===== src/rtl/uart_pkg.sv =====
// Shared UART definitions for the receive path and the matching sender.
package uart_pkg;

   localparam int unsigned UART_DATA_BITS  = 8;
   localparam int unsigned UART_FRAME_BITS = 11;

   typedef enum logic [2:0] {
      IDLE,
      START,
      DATA,
      PARITY,
      STOP
   } uart_rx_state_t;

   // Even parity over one data byte.
   function automatic logic uart_parity(input logic [UART_DATA_BITS-1:0] b);
      return ^b;
   endfunction

endpackage


===== src/rtl/uart_rx_byte.sv =====
// UART byte receiver: rx synchroniser, frame FSM and bit-centre timing.
// Emits one strobe per completed frame with the stop/parity status attached;
// the strobe appears in the cycle after the stop-bit centre sample.
module uart_rx_byte
   import uart_pkg::*;
#(
   parameter int unsigned CLKS_PER_BIT = 16
) (
   input  logic       clk,
   input  logic       rst_n,
   input  logic       rx,
   output logic [7:0] byte_data,
   output logic       byte_strobe,
   output logic       stop_bad,
   output logic       parity_bad
);

   localparam int unsigned CW = $clog2(CLKS_PER_BIT);
   localparam logic [CW-1:0] FULL_M1 = CW'(CLKS_PER_BIT - 1);
   localparam logic [CW-1:0] HALF_M1 = CW'(CLKS_PER_BIT / 2 - 1);

   logic           meta_q, sync_q, prev_q;
   logic [1:0]     fill_q;
   logic           fall;
   uart_rx_state_t state_q, state_d;
   logic [CW-1:0]  cnt_q, cnt_d;
   logic [2:0]     bit_q, bit_d;
   logic [7:0]     shift_q, shift_d;
   logic           par_q, par_d;
   logic           strobe_q, strobe_d;
   logic           stop_bad_q, stop_bad_d;
   logic           par_bad_q, par_bad_d;

   // Two-flop synchroniser plus edge history. fill_q keeps prev_q at 0 until the
   // synchroniser holds a real sample, so after reset rx must be seen high
   // before a falling edge is accepted.
   always_ff @(posedge clk or negedge rst_n) begin
      if (!rst_n) begin
         meta_q <= 1'b1;
         sync_q <= 1'b1;
         fill_q <= '0;
         prev_q <= 1'b0;
      end else begin
         meta_q <= rx;
         sync_q <= meta_q;
         fill_q <= {fill_q[0], 1'b1};
         prev_q <= sync_q & fill_q[1];
      end
   end

   assign fall = prev_q & ~sync_q;

   // Frame FSM and datapath registers.
   always_ff @(posedge clk or negedge rst_n) begin
      if (!rst_n) begin
         state_q    <= IDLE;
         cnt_q      <= '0;
         bit_q      <= '0;
         shift_q    <= '0;
         par_q      <= 1'b0;
         strobe_q   <= 1'b0;
         stop_bad_q <= 1'b0;
         par_bad_q  <= 1'b0;
      end else begin
         state_q    <= state_d;
         cnt_q      <= cnt_d;
         bit_q      <= bit_d;
         shift_q    <= shift_d;
         par_q      <= par_d;
         strobe_q   <= strobe_d;
         stop_bad_q <= stop_bad_d;
         par_bad_q  <= par_bad_d;
      end
   end

   // Next-state logic: half-bit wait validates the start bit, then one
   // sample per bit period at the bit centre.
   always_comb begin
      state_d    = state_q;
      cnt_d      = cnt_q + CW'(1);
      bit_d      = bit_q;
      shift_d    = shift_q;
      par_d      = par_q;
      strobe_d   = 1'b0;
      stop_bad_d = 1'b0;
      par_bad_d  = 1'b0;
      case (state_q)
         IDLE: begin
            cnt_d = '0;
            if (fall) state_d = START;
         end
         START: begin
            if (cnt_q == HALF_M1) begin
               cnt_d = '0;
               if (sync_q) begin
                  state_d = IDLE;
               end else begin
                  state_d = DATA;
                  bit_d   = '0;
               end
            end
         end
         DATA: begin
            if (cnt_q == FULL_M1) begin
               cnt_d   = '0;
               shift_d = {sync_q, shift_q[7:1]};
               bit_d   = bit_q + 3'd1;
               if (bit_q == 3'd7) state_d = PARITY;
            end
         end
         PARITY: begin
            if (cnt_q == FULL_M1) begin
               cnt_d   = '0;
               par_d   = sync_q;
               state_d = STOP;
            end
         end
         STOP: begin
            if (cnt_q == FULL_M1) begin
               cnt_d      = '0;
               state_d    = IDLE;
               strobe_d   = 1'b1;
               stop_bad_d = ~sync_q;
               par_bad_d  = (par_q != uart_parity(shift_q));
            end
         end
         default: state_d = IDLE;
      endcase
   end

   assign byte_data   = shift_q;
   assign byte_strobe = strobe_q;
   assign stop_bad    = stop_bad_q;
   assign parity_bad  = par_bad_q;

endmodule


===== src/rtl/uart_recv.sv =====
// UART receiver top: assembles received bytes into a PACKET_SIZE-bit packet
// with a valid/clear handshake and one-cycle error pulses.
// Optional feature macro: UART_RECV_PARITY_EN (enables parity checking).
module uart_recv
   import uart_pkg::*;
#(
   parameter int unsigned PACKET_SIZE  = 32,
   parameter int unsigned CLKS_PER_BIT = 16
) (
   input  logic                                 clk,
   input  logic                                 rst_n,
   input  logic                                 rx,
   input  logic                                 packet_clear,
   output logic [PACKET_SIZE-1:0]               packet,
   output logic                                 packet_valid,
   output logic [$clog2(PACKET_SIZE/8+1)-1:0]   byte_count,
   output logic                                 frame_err,
   output logic                                 parity_err,
   output logic                                 overrun
);

   localparam int unsigned NBYTES = PACKET_SIZE / UART_DATA_BITS;
   localparam int unsigned CNT_W  = $clog2(PACKET_SIZE/8+1);
   localparam logic [CNT_W-1:0] NB_CNT = CNT_W'(NBYTES);

   logic [7:0]             byte_data;
   logic                   byte_strobe, byte_stop_bad, byte_parity_bad;
   logic                   par_reject;
   logic [PACKET_SIZE-1:0] packet_q, packet_d;
   logic                   valid_q, valid_d;
   logic [CNT_W-1:0]       count_q, count_d;
   logic                   ferr_q, ferr_d;
   logic                   perr_q, perr_d;
   logic                   ovr_q, ovr_d;

   uart_rx_byte #(
      .CLKS_PER_BIT (CLKS_PER_BIT)
   ) u_rx (
      .clk         (clk),
      .rst_n       (rst_n),
      .rx          (rx),
      .byte_data   (byte_data),
      .byte_strobe (byte_strobe),
      .stop_bad    (byte_stop_bad),
      .parity_bad  (byte_parity_bad)
   );

`ifdef UART_RECV_PARITY_EN
   assign par_reject = byte_parity_bad;
`else
   logic unused_parity_bad;
   assign unused_parity_bad = byte_parity_bad;
   assign par_reject        = 1'b0;
`endif

   // Packet assembly. Clear is applied before the incoming byte is
   // considered, so a byte arriving with packet_clear lands as byte 0.
   always_comb begin
      packet_d = packet_q;
      valid_d  = valid_q;
      count_d  = count_q;
      ferr_d   = 1'b0;
      perr_d   = 1'b0;
      ovr_d    = 1'b0;
      if (packet_clear) begin
         valid_d = 1'b0;
         count_d = '0;
      end
      if (byte_strobe) begin
         if (byte_stop_bad) begin
            ferr_d = 1'b1;
         end else if (par_reject) begin
            perr_d = 1'b1;
         end else if (valid_d) begin
            ovr_d = 1'b1;
         end else begin
            for (int unsigned i = 0; i < NBYTES; i++) begin
               if (count_d == CNT_W'(i)) packet_d[i*8 +: 8] = byte_data;
            end
            count_d = count_d + CNT_W'(1);
            if (count_d == NB_CNT) valid_d = 1'b1;
         end
      end
   end

   // Packet, handshake and error-pulse registers.
   always_ff @(posedge clk or negedge rst_n) begin
      if (!rst_n) begin
         packet_q <= '0;
         valid_q  <= 1'b0;
         count_q  <= '0;
         ferr_q   <= 1'b0;
         perr_q   <= 1'b0;
         ovr_q    <= 1'b0;
      end else begin
         packet_q <= packet_d;
         valid_q  <= valid_d;
         count_q  <= count_d;
         ferr_q   <= ferr_d;
         perr_q   <= perr_d;
         ovr_q    <= ovr_d;
      end
   end

   assign packet       = packet_q;
   assign packet_valid = valid_q;
   assign byte_count   = count_q;
   assign frame_err    = ferr_q;
   assign parity_err   = perr_q;
   assign overrun      = ovr_q;

endmodule


===== config.mk =====
export PLATFORM = sky130hd
export DESIGN_NAME = uart_recv
export DESIGN_NICKNAME = d
export VERILOG_FILES = /design/src/rtl/uart_pkg.sv /design/src/rtl/uart_rx_byte.sv /design/src/rtl/uart_recv.sv
export SDC_FILE = /design/constraint.sdc
export NUM_CORES = 1
export LEC_CHECK = 0
export CAP_MARGIN = 10
export CORE_ASPECT_RATIO = 0.8
export CORE_MARGIN = 2
export CORE_UTILIZATION = 35
export CTS_BUF_LIST = sky130_fd_sc_hd__clkbuf_8
export CTS_CLUSTER_SIZE = 8
export DETAILED_ROUTE_END_ITERATION = 8
export PLACE_DENSITY_LB_ADDON = 0.12
export SYNTH_ARGS = -nofsm -noshare
export SYNTH_HDL_FRONTEND = slang
export SYNTH_SLANG_ARGS = --single-unit

===== constraint.sdc =====
create_clock -name clk -period 3 [get_ports clk]
set_input_delay 0.45 -clock clk [delete_from_list [all_inputs] [get_ports clk]]
set_output_delay 0.45 -clock clk [all_outputs]
set_load 0.01 [all_outputs]

# Word-level counts from Yosys, hierarchy flattened
# Cells that the tools add are included.
# word_totals
reg_bits	63
word_cells	88
in_bits	4
output_inout_bits	39
# classes
muxes	33
n_reduce_logical	11
n_addsub	3
n_eq_ne	18
n_bitwise	5
# ops
cell	count
$mux W3	13
$reduce_and A4 Y1	5
$pmux W3 S5	1
$mux W1	14
$eq A3 B2 Y1 const B	4
$ne A2 B1 Y1 const B	6
$pmux W4 S3	1
$eq A3 B3 Y1 const B	3
$mux W4	2
$add A3 B1 Y3 const B	2
$eq A3 B1 Y1 const B	2
$logic_not A3 Y1	2
$pmux W3 S2	1
$reduce_and A6 Y1	1
$add A4 B1 Y4 const B	1
$eq A4 B3 Y1 const B	1
$eq A4 B4 Y1 const B	1
$not A1 Y1	3
$reduce_or A3 Y1	1
$and A1 B1 Y1	2
$mux W2	1
$ne A2 B2 Y1 const B	1
$reduce_and A2 Y1	1
$reduce_bool A2 Y1	1

# Logic depth before layout (Yosys ltp)
# logic_depth
ltp_word	7
mapped_depth	5
depth_no_buf	5

# Cells and area by module
# A second synthesis with hierarchy kept.
# unflattened
cells_unflattened	213
hier_area_um2	2756.4
# modules_own_cells
module	n_inst	cells_per_inst	area_each_um2
uart_recv	1	98	1521.5
uart_rx_byte	1	115	1234.9

# Least setup slack after synthesis
# OpenSTA, ideal clock, no wires.
# synth_path
kind	flip-flop to flip-flop
startpoint	reg count_q[0] (netlist: byte_count[0])
endpoint	reg packet_q[24] (netlist: packet[24])
arrival_time_ns	1.544
setup_ns	0.128
path_stages_with_launch	6
setup_slack_ns	1.329
path_cell_list	dfrtp_1 > nor2b_1 > and2_1 > ha_1 > nand3_4 > mux2_1
# synth_between
elab_chain_cells	3
# synth_rtl
item	line	rtl
from (decl)	uart_recv.sv:31	logic [CNT_W-1:0] count_q, count_d;
from (signal assigned)	uart_recv.sv:98	count_q <= count_d;
$mux W3	uart_recv.sv:65	if (packet_clear) begin
$eq A3 B2 Y1	uart_recv.sv:78	if (count_d == CNT_W'(i)) packet_d[i*8 +: 8] = byte_data;
$reduce_and A4 Y1 (no line)	-	
to (signal assigned)	uart_recv.sv:96	packet_q <= packet_d;
to (decl)	uart_recv.sv:29	logic [PACKET_SIZE-1:0] packet_q, packet_d;
# No other way between the ends.
# A chain may end at the register's enable or synchronous reset.

# Worst setup path after layout
# layout_path
startpoint	in packet_clear
endpoint	reg packet_q[27] (netlist: packet[27])
# layout_between
elab_chain_cells	3
elab_cells_between_ends	5
classes_between	eq/ne: 1; mux: 2; bitwise: 1; reduce/logical: 1
# layout_rtl
item	line	rtl
from (decl)	uart_recv.sv:13	input logic packet_clear,
$mux W3 / $mux W1 (equally long branches)	uart_recv.sv:65	
$eq A3 B2 Y1 / $not A1 Y1 (equally long branches)	-	
$reduce_and A4 Y1 (no line) (*)	-	
# Mark *: on every way between the ends. The rest lies on a longest branch, timed or not.

==> impl_metrics.csv <==
group,metric,value,unit
outcome,status,"complete, no violations",
sta,period_minus_slack,2.09,ns
grt,grt_max_degree,64,
grt,antenna_found_initial,0,
synth,yosysSeqAreaShare,59.8,%
sta,fin_tns_setup,0,ns
layout,syn2layout_area_growth,26.5,%
critical_path,r2r_end,"u_rx.byte_data[1]",
synth,synth_area_per_cell,14.6,um^2
clock_tree,clk_latency,0.34,ns
critical_path,slowest_stage,"clkdlybuf4s50_1",
critical_path,crit_family,"simple AND/OR/NAND/NOR gates",
floorplan,initial_core_util,35.9,%
clock_tree,h-tree-depth,3,
critical_path,setup.worst_path.start_class,"input pin",
layout,drive_above_1_share,13.8,%
drt,drc_errors,0,
synth,synth_edf_count,0,
layout,multiInputGateArea,995,um^2
synth,synth-seq-cells,63,
sta,slew_headroom,46.5,%
place,place_congestion,0.775,
critical_path,cp_max_fo,8,
synth,syn_area,2640,um^2
drt,wirelength,4890,um
layout,mostFrequentLayoutCell,"dfrtp_1",
critical_path,worstSetupEndpointType,"flip-flop",
grt,grt_overflow,0,
critical_path,rr_startpoint,"u_rx.cnt_q[0]",
grt,grtUsageTotal,13.5,%
clock_tree,numCtsBuffers,9,
synth,synth_flop_cell,"dfrtp_1",
critical_path,cp_num_buf_inv,1,
sta,fin_crit_sh,69.6,%
clock_tree,holdBufCountCts,0,
clock_tree,clockBufferDepth,2,
sta,max_freq,479,MHz
critical_path,path_cells,"clkdlybuf4s50_1 > nor2b_1 > and2_1 > ha_1 > nand3_4 > mux2_1",
floorplan,die_area,8250,um^2
drt,vias,1575,
sta,hold_viol,0,
synth,synth_fp_nets,189,
clock_tree,cts-root-buf,"clkbuf_8",
sta,worstMarginPinSlew,0.800,ns
critical_path,rrSetupSlack,1.05,ns
floorplan,die_w,101,um
place,place_hpwl,3220,um
layout,final_core_util,45.4,%
drt,drtAntennaViolNets,0,
clock_tree,clk_pin_slew_worst_paths,0.06,ns
flow_run,drv_cap,0,
sta,skew,0.00652,ns
place,placed_cell_area,3110,um^2
drt,drtPass1Iterations,4,
floorplan,die_y,81.7,um
critical_path,slowest_delay,0.56,ns
min_path,hold_class,"in -> async",
drt,vias_per_cell,4.89,
sta,rsz0062_at_grt,"no",
power_and_ir_drop,peakVddDrop,0.000296,V
layout,regArea,1580,um^2
critical_path,crit_required,3.22,ns
floorplan,pin_count,43,
place,numPortBuffers,41,
synth,yosysWarnings,0,
sta,timing.final.max_slew_violations,0,
power_and_ir_drop,p_leak,1.56,nW
layout,antenna_cells,0,
drt,drtIter0Drc,53,
sta,setup_ws,0.913,ns
power_and_ir_drop,power,1.95,mW
layout,nets,235,
clock_tree,cts_sinks,63,
drt,post_drt_wl_per_cell,15.2,um
critical_path,critical_path_class,"in -> reg",
grt,grt_pass1_vias,1619,
layout,postLayoutCellArea,3340,um^2
clock_tree,cts_setup_buffers,0,
sta,setup-violations-final,0,
grt,grt_pass1_wl,8300,um
power_and_ir_drop,power.density_cell_area,584,nW/um^2
synth,ys_types,46,
critical_path,cp.arrival,2.30,ns
floorplan,core_area,7360,um^2
floorplan,placementRows,28,
synth,synth-async-reset-ratio,100,%
layout,most-common-layout-cells,"dfrtp_1, clkdlybuf4s50_1, mux2_1",
clock_tree,cts-resized-gates,0,
clock_tree,tritoncts,"yes",
critical_path,worstRegToRegCells,4,
synth,synthCells,181,
place,dp_slack,0.559,ns
layout,fillers,700,
## where the power goes
| group | switching [mW] | internal (mW) | leakage [nW] |
|---|---|---|---|
| combinational | 0.0818 | 0.0911 | 0.591 |
| clock | 0.310 | 0.496 | 0.119 |
| sequential | 0.0738 | 0.897 | 0.855 |
| total | 0.466 | 1.48 | 1.56 |
## cell usage after synthesis, types with 2 or more instances
library cell	n	share of area, %
nor2b_1	3	0.71
a21oi_1	2	0.38
xnor2_1	2	0.66
nor3_1	4	0.76
nor2_1	5	0.71
nand2_1	2	0.28
a211oi_1	2	0.57
nand4b_1	2	0.66
dfstp_2	2	2.0
ha_1	4	1.9
buf_4	5	1.4
a22o_1	2	0.66
inv_1	3	0.43
o31ai_1	2	0.57
nand2b_1	6	1.4
nand3b_1	2	0.57
a21o_1	2	0.57
and2_1	3	0.71
dfrtp_1	61	58
mux2_1	39	17
nand3_4	2	1.3
conb_1	2	0.28
## worst max path at each step
stage,depth (start not counted),slack [ns],endpoint,from
after global placement,6,0.56,packet[27],packet_clear
after detailed placement,6,0.56,packet[27],packet_clear
after floorplan,5,1.33,packet[24],byte_count[0]
after CTS,6,0.91,packet[27],packet_clear
after global routing,6,0.77,packet[27],packet_clear
final,6,0.91,packet[27],packet_clear
## kinds of logic after synthesis
| group | Yosys count | synth area share, % |
|---|---|---|
| AOI/OAI and AO/OA | 18 | 5.74 |
| xor gates and xnor gates | 2 | 0.664 |
| adders and majority gates | 4 | 1.90 |
| buffers and inverters | 10 | 2.47 |
| DFF | 63 | 59.8 |
| muxes | 42 | 18.0 |
| other | 2 | 0.285 |
| and+or+nand+nor | 40 | 11.1 |
## per-stage QoR
stage	std cells	hold slack (ns)
2_1_floorplan	181	0.154
3_3_place_gp	306	0.332
3_5_place_dp	306	0.336
4_1_cts	322	0.295
5_1_grt	322	0.360
6_report	322	0.273
## final cells by class
cell class              instances  area share (%)
clock buffers                  14            5.77
multi-input cells             108            29.8
well taps                      90            3.37
flip-flops and latches         63            47.3
clock inverters                 2            1.05
inverters                       3           0.337
repair buffers                 42            12.4
## state kept, by name, indices dropped and copies added, names as in the netlist
signal,cells
packet,32
u_rx.sync_q,1
u_rx.meta_q,1
u_rx.byte_strobe,1
u_rx.stop_bad,1
u_rx.fill_q,2
u_rx.state_q,3
u_rx.byte_data,8
byte_count,3
packet_valid,1
u_rx.bit_q,3
frame_err,1
u_rx.cnt_q,4
u_rx.prev_q,1
overrun,1
## metal layers
metal	track usage [%]	vias to the layer above	part of all wire (%)	wire length (um)
li1	-	745	-	-
met1	19.6	783	53	2600
met2	17.4	37	39	1920
met3	5.19	10	5.8	281
met4	6.08	0	1.7	84
met5	0	-	0	0
(Power assumes the default switching activity.)
==> variant 1: new RTL, same flow settings <==
Change the parameter `PACKET_SIZE` from 32 to 64.
--- a/src/rtl/uart_recv.sv
+++ b/src/rtl/uart_recv.sv
@@ -4,7 +4,7 @@
 module uart_recv
    import uart_pkg::*;
 #(
-   parameter int unsigned PACKET_SIZE  = 32,
+   parameter int unsigned PACKET_SIZE  = 64,
    parameter int unsigned CLKS_PER_BIT = 16
 ) (
    input  logic                                 clk,
Interface: changed (resized byte_count and packet); port bits go from 43 to 76. The function was not compared with the original's and may differ.
==> variant 1 against the original RTL <==
Setup slack got worse by 0.0073 ns; fmax is 0.35% lower; design area increased by 51%; count of clock-buffer cells in the layout decreased by 4; area after synthesis is 50% higher; sequential cell count up 33; sequential share of layout area up 0.52 points; power is 27% higher; wire length grew 64%; largest cell class unchanged; largest power group unchanged.
==> variant 1: results (changes against the original RTL) <==
Run status
The flow ran to the end, and the final reports show no timing, DRC or antenna violations.

Layout
The number of flip-flops under the largest register name is 64 (+100%). The layout cell share with drive strength beyond 1 was 0.303 (+0.165). The fill cell instance count of the final layout is 978 (+40%). The number of nets in the finished design came to 350 (+49%).

CTS
The later-pin clock latency in the skew report was 0.36 ns (+0.02 ns). The post-CTS clock slew at the launch and capture registers of the worst setup and hold paths is 0.09 ns (+0.03 ns).

Route
The routed via count came to 2324 (+48%). The number of DRC markers in iteration 0 came to 87 (+64%). The total iterations of the first detailed-routing run is 4 (unchanged). The average wire per cell in the routed design came to 16.5 um (+8.5%).

GRT
The global-route wire length before repair came to 13000 um (+56%). The number of antenna violations at the first check in global routing is 0 (unchanged). The total routing usage reported by global routing was 0.142 (+0.00710). The maximum number of pins on one net before global-route repair was 54 (-16%).

Logic synthesis
The distinct cell type count of the synthesized netlist is 44 (-4.3%). The commonest cells after synthesis are dfrtp_1 (94), mux2_2 (74), buf_1 (7). After synthesis, the cell types taking the most area are dfrtp_1 (60%), mux2_2 (21%), ha_1 (1.9%), dfstp_2 (1.3%), nand4_4 (1.1%). The register area share after synthesis is 0.609 (+0.0110). The area share of the leading cell type in the synthesized netlist was 0.596 (+0.0176). The Yosys warning count came to 0 (unchanged).

Critical path
The arrival time reported for the critical path endpoint was 2.34 ns (+0.04 ns). The largest fanout of any net on the critical path is 12 (+4).

Timing
The worst clock skew was 0.0112 ns (+0.00470 ns). The transition time at the pin with the least slew margin is 0.691 ns (-0.109 ns).

Power and ir drop
The maximum vdd ir drop is 0.279 mV (-5.7%). The total leakage power is 2.35 nW (+50%).

Placed design
The number of buffers added on ports is 74 (+80%). The half-perimeter wire length after placement is 5560 um (+73%). The routability congestion estimate is 0.782 (+0.90%).
-- variant 1: changes by cell type in the layout (fill, tap and decap cells not counted), moves of 3 or more --
cell	before	now
clkbuf_8	14	10
clkdlybuf4s50_1	40	73
dfrtp_1	61	94
mux2_1	39	0
mux2_2	1	74
nand2_1	2	5
nand4_2	0	3
-- variant 1: power breakdown --
part           switching [W]  internal, W  leakage, nW
logic              0.0000881    0.0000833        0.931
registers          0.0000732      0.00134         1.32
clock network       0.000422     0.000481        0.106
-- variant 1: final timing paths --
path,from,end,slack (ns),cells after the start
max in group asynchronous,rst_n,u_rx.sync_q,2.11,2
min in group clk,u_rx.fill_q[0],u_rx.fill_q[1],0.35,0
setup reg to reg,byte_count[2],packet[6],1.26,3
hold reg to reg,u_rx.fill_q[0],u_rx.fill_q[1],0.35,0
hold / removal,rst_n,packet[52],0.14,1
setup / recovery,packet_clear,packet[9],0.91,6
-- variant 1: cells by family after synthesis --
logic type / synth area share
flip-flops: 0.609
multiplexers: 0.211
AND/OR/NAND/NOR: 0.0958
buffers and inverters: 0.0222
AO/OA/AOI/OAI: 0.0317
adder cells (fa/ha/maj): 0.0190
XOR/XNOR: 0.00888
other: 0.00190
-- variant 1: layout make-up --
cell class | instances | area, um^2 | share of cell area
multi-input combinational | 153 | 1450 | 0.289
tap | 144 | 180 | 0.0358
sequential | 96 | 2400 | 0.478
clock buffer | 10 | 138 | 0.0274
inverter | 4 | 15.0 | 0.00299
timing repair buffer | 76 | 766 | 0.152
clock inverter | 4 | 71.3 | 0.0142
-- variant 1: worst max-delay path: stages --
cell and delay [ns]:
clkdlybuf4s50_1 0.64, nand2b_1 0.30, inv_1 0.10, ha_1 0.23
nand4_2 0.26, mux2_2 0.36
-- variant 1: per-layer routing --
metal	global-route usage	wire length (um)	vias to the layer above
met1	0.204	3900	1171
met3	0.0434	445	7
met4	0.0424	89	0
met5	0	0	-
met2	0.204	3580	61
li1	-	-	1085
-- variant 1: stage by stage --
step / hold WS, ns / total power (W) / worst slack (ns) / instances / cell area, um^2
3_5_place_dp: 0.336 / 0.00161 / 0.521 / 473 / 4820
6_report: 0.145 / 0.00249 / 0.906 / 487 / 5030
5_1_grt: 0.171 / 0.00261 / 0.781 / 487 / 5030
4_1_cts: 0.140 / 0.00252 / 0.914 / 487 / 5030
3_3_place_gp: 0.333 / 0.00160 / 0.550 / 473 / 4820
2_1_floorplan: 0.154 / 0.00155 / 1.27 / 269 / 3950
==> variant 2: new RTL, config.mk and constraints unchanged <==
Without the edit above. Re-encode `uart_rx_state_t` (5 states) as Gray code, 3 bits wide.
--- a/src/rtl/uart_pkg.sv
+++ b/src/rtl/uart_pkg.sv
@@ -5,11 +5,11 @@
    localparam int unsigned UART_FRAME_BITS = 11;
 
    typedef enum logic [2:0] {
-      IDLE,
-      START,
-      DATA,
-      PARITY,
-      STOP
+      IDLE   = 3'b000,
+      START  = 3'b001,
+      DATA   = 3'b011,
+      PARITY = 3'b010,
+      STOP   = 3'b110
    } uart_rx_state_t;
 
    // Even parity over one data byte.
Check against the original RTL: no difference found for any inputs over 10 cycles, from zero or initial values and one cycle with rst_n low; not proved beyond that.
==> variant 2 against the original RTL <==
Area after synthesis fell by 1.6%; critical path depth fell by 2; register-to-register slack got worse by 0.09 ns; die area fell by 1.5%; wire length rose by 0.61%; setup slack improved by 0.043 ns; cell count fell by 0.93%; design area fell by 2.1%; sequential cell count did not move.
Power is not compared: it rests on default switching activity, and its combinational part moved more than twofold at a synthesized area within 25%.
==> variant 2: results (changes against the original RTL) <==
Power and ir drop
After layout, the design draws a total of 0.00166 W. The analysis attributes to cell leakage a power of 1.59 nW. The power share of the combinational group is 0.028.

Logic synthesis
The fraction of synthesized cell area in xor and xnor cells is 0.0169 (+0.0102). The adder-cell area share of the yosys netlist is 0.0193 (+0.000301). Sorting the synthesized cells by area gives the leading types as dfrtp_1 (59%), mux2_1 (16%), dfstp_2 (2.0%), ha_1 (1.9%), nor2b_1 (1.4%). The total nets after synthesis is 187 (-1.1%). The distinct cell type count of the synthesized netlist is 42 (-8.7%). Counting instances in the post-synthesis netlist gives the leading cell types as dfrtp_1 (61), mux2_1 (37), nor2b_1 (6).

The count of mapped cells out of synthesis came to 179 (-1.1%). The register area share after synthesis is 0.608 (+0.00951). The multiplexer share of the synthesized area is 0.183 (+0.00286). The async set or reset register ratio after synthesis came to 1.00 (unchanged). The synthesized-area fraction occupied by ao, oa, aoi and oai cells came to 0.0467 (-0.0106).

Run status
The run finished with clean final reports.

Timing
The worst clock skew is 0.00429 ns (-0.00222 ns). The final-report max-slew violation count is 0 (unchanged). The minimum hold slack is 0.279 ns (+0.00557 ns).

The final critical-path share of the clock period was 0.681 (-0.0142). The worst slew slack as a fraction of its limit is 0.337 (-0.128).

CTS
The number of buffers added by the clock tree synthesis step is 9 (unchanged). The clock tree root driver cell is clkbuf_8. The deepest clock path buffer count is 2 (unchanged).

Worst hold path
In this run the worst hold path is classified as input port to async pin.

Critical path
In this run the critical register-to-register path is launched from u_rx.cnt_q[0]. The minimum setup slack among reg-to-reg paths was 0.96 ns (-0.09 ns). The arrival time reported for the critical path endpoint is 2.26 ns (-0.04 ns). The type of the setup path with the least slack is register to register. The largest fanout of any net on the critical path was 11 (+3).

GRT
The maximum number of pins on one net before global-route repair is 46 (-28%). The via count of the first global-routing pass is 1650 (+1.9%). The global-route wire length before repair came to 8430 um (+1.6%).

The total routing usage reported by global routing came to 0.140 (+0.00577).

Placed design
The post-placement cell count is 303 (-0.98%). The routability congestion estimate is 0.752 (-3.0%). The worst slack at placement is 0.615 ns (+0.0560 ns). The half-perimeter wire length after placement was 3430 um (+6.6%).

The standard cell area after detailed placement is 3060 um^2 (-1.6%).

Layout
The number of nets in the finished design was 232 (-1.3%). The total inserted antenna cells came to 0 (unchanged). The layout cell share with drive strength beyond 1 is 0.144 (+0.00617).

Route
The average via count per standard cell is 4.85 (-0.92%). The average wire per cell in the routed design was 15.4 um (+1.6%). The final wirelength is 4920 um (+0.61%). The number of DRC markers in iteration 0 is 100 (+89%).
variant 2: cells by family (layout without fill, tap and decap cells):
family          Yosys count  count (layout)
flops                    63              63
mux                      42              42
simple gates             39              39
compound gates           14              14
buf+inv                  10              60
xor+xnor                  5               5
fa+ha+maj                 4               4
other cells               2               2
variant 2: worst max-delay path, cell delays in order (launching register included):
cell	delay, ns
dfrtp_1	0.38
ha_1	0.30
nand2_2	0.13
nor3_2	0.71
mux2_2	0.41
variant 2: area by class of cell:
class	count	area, um^2
Fill cell	678	4020
Sequential cell	63	1580
Multi-Input combinational cell	106	948
Timing Repair Buffer	42	413
Clock buffer	12	165
Tap cell	90	113
Clock inverter	4	43.8
Inverter	2	7.51
variant 2: routing by layer:
layer / part of all wire / up-vias / track usage
met3: 0.048 / 5 / 0.0637
met5: 0 / - / 0
li1: - / 718 / -
met1: 0.46 / 789 / 0.182
met2: 0.48 / 34 / 0.211
met4: 0.012 / 0 / 0.0452
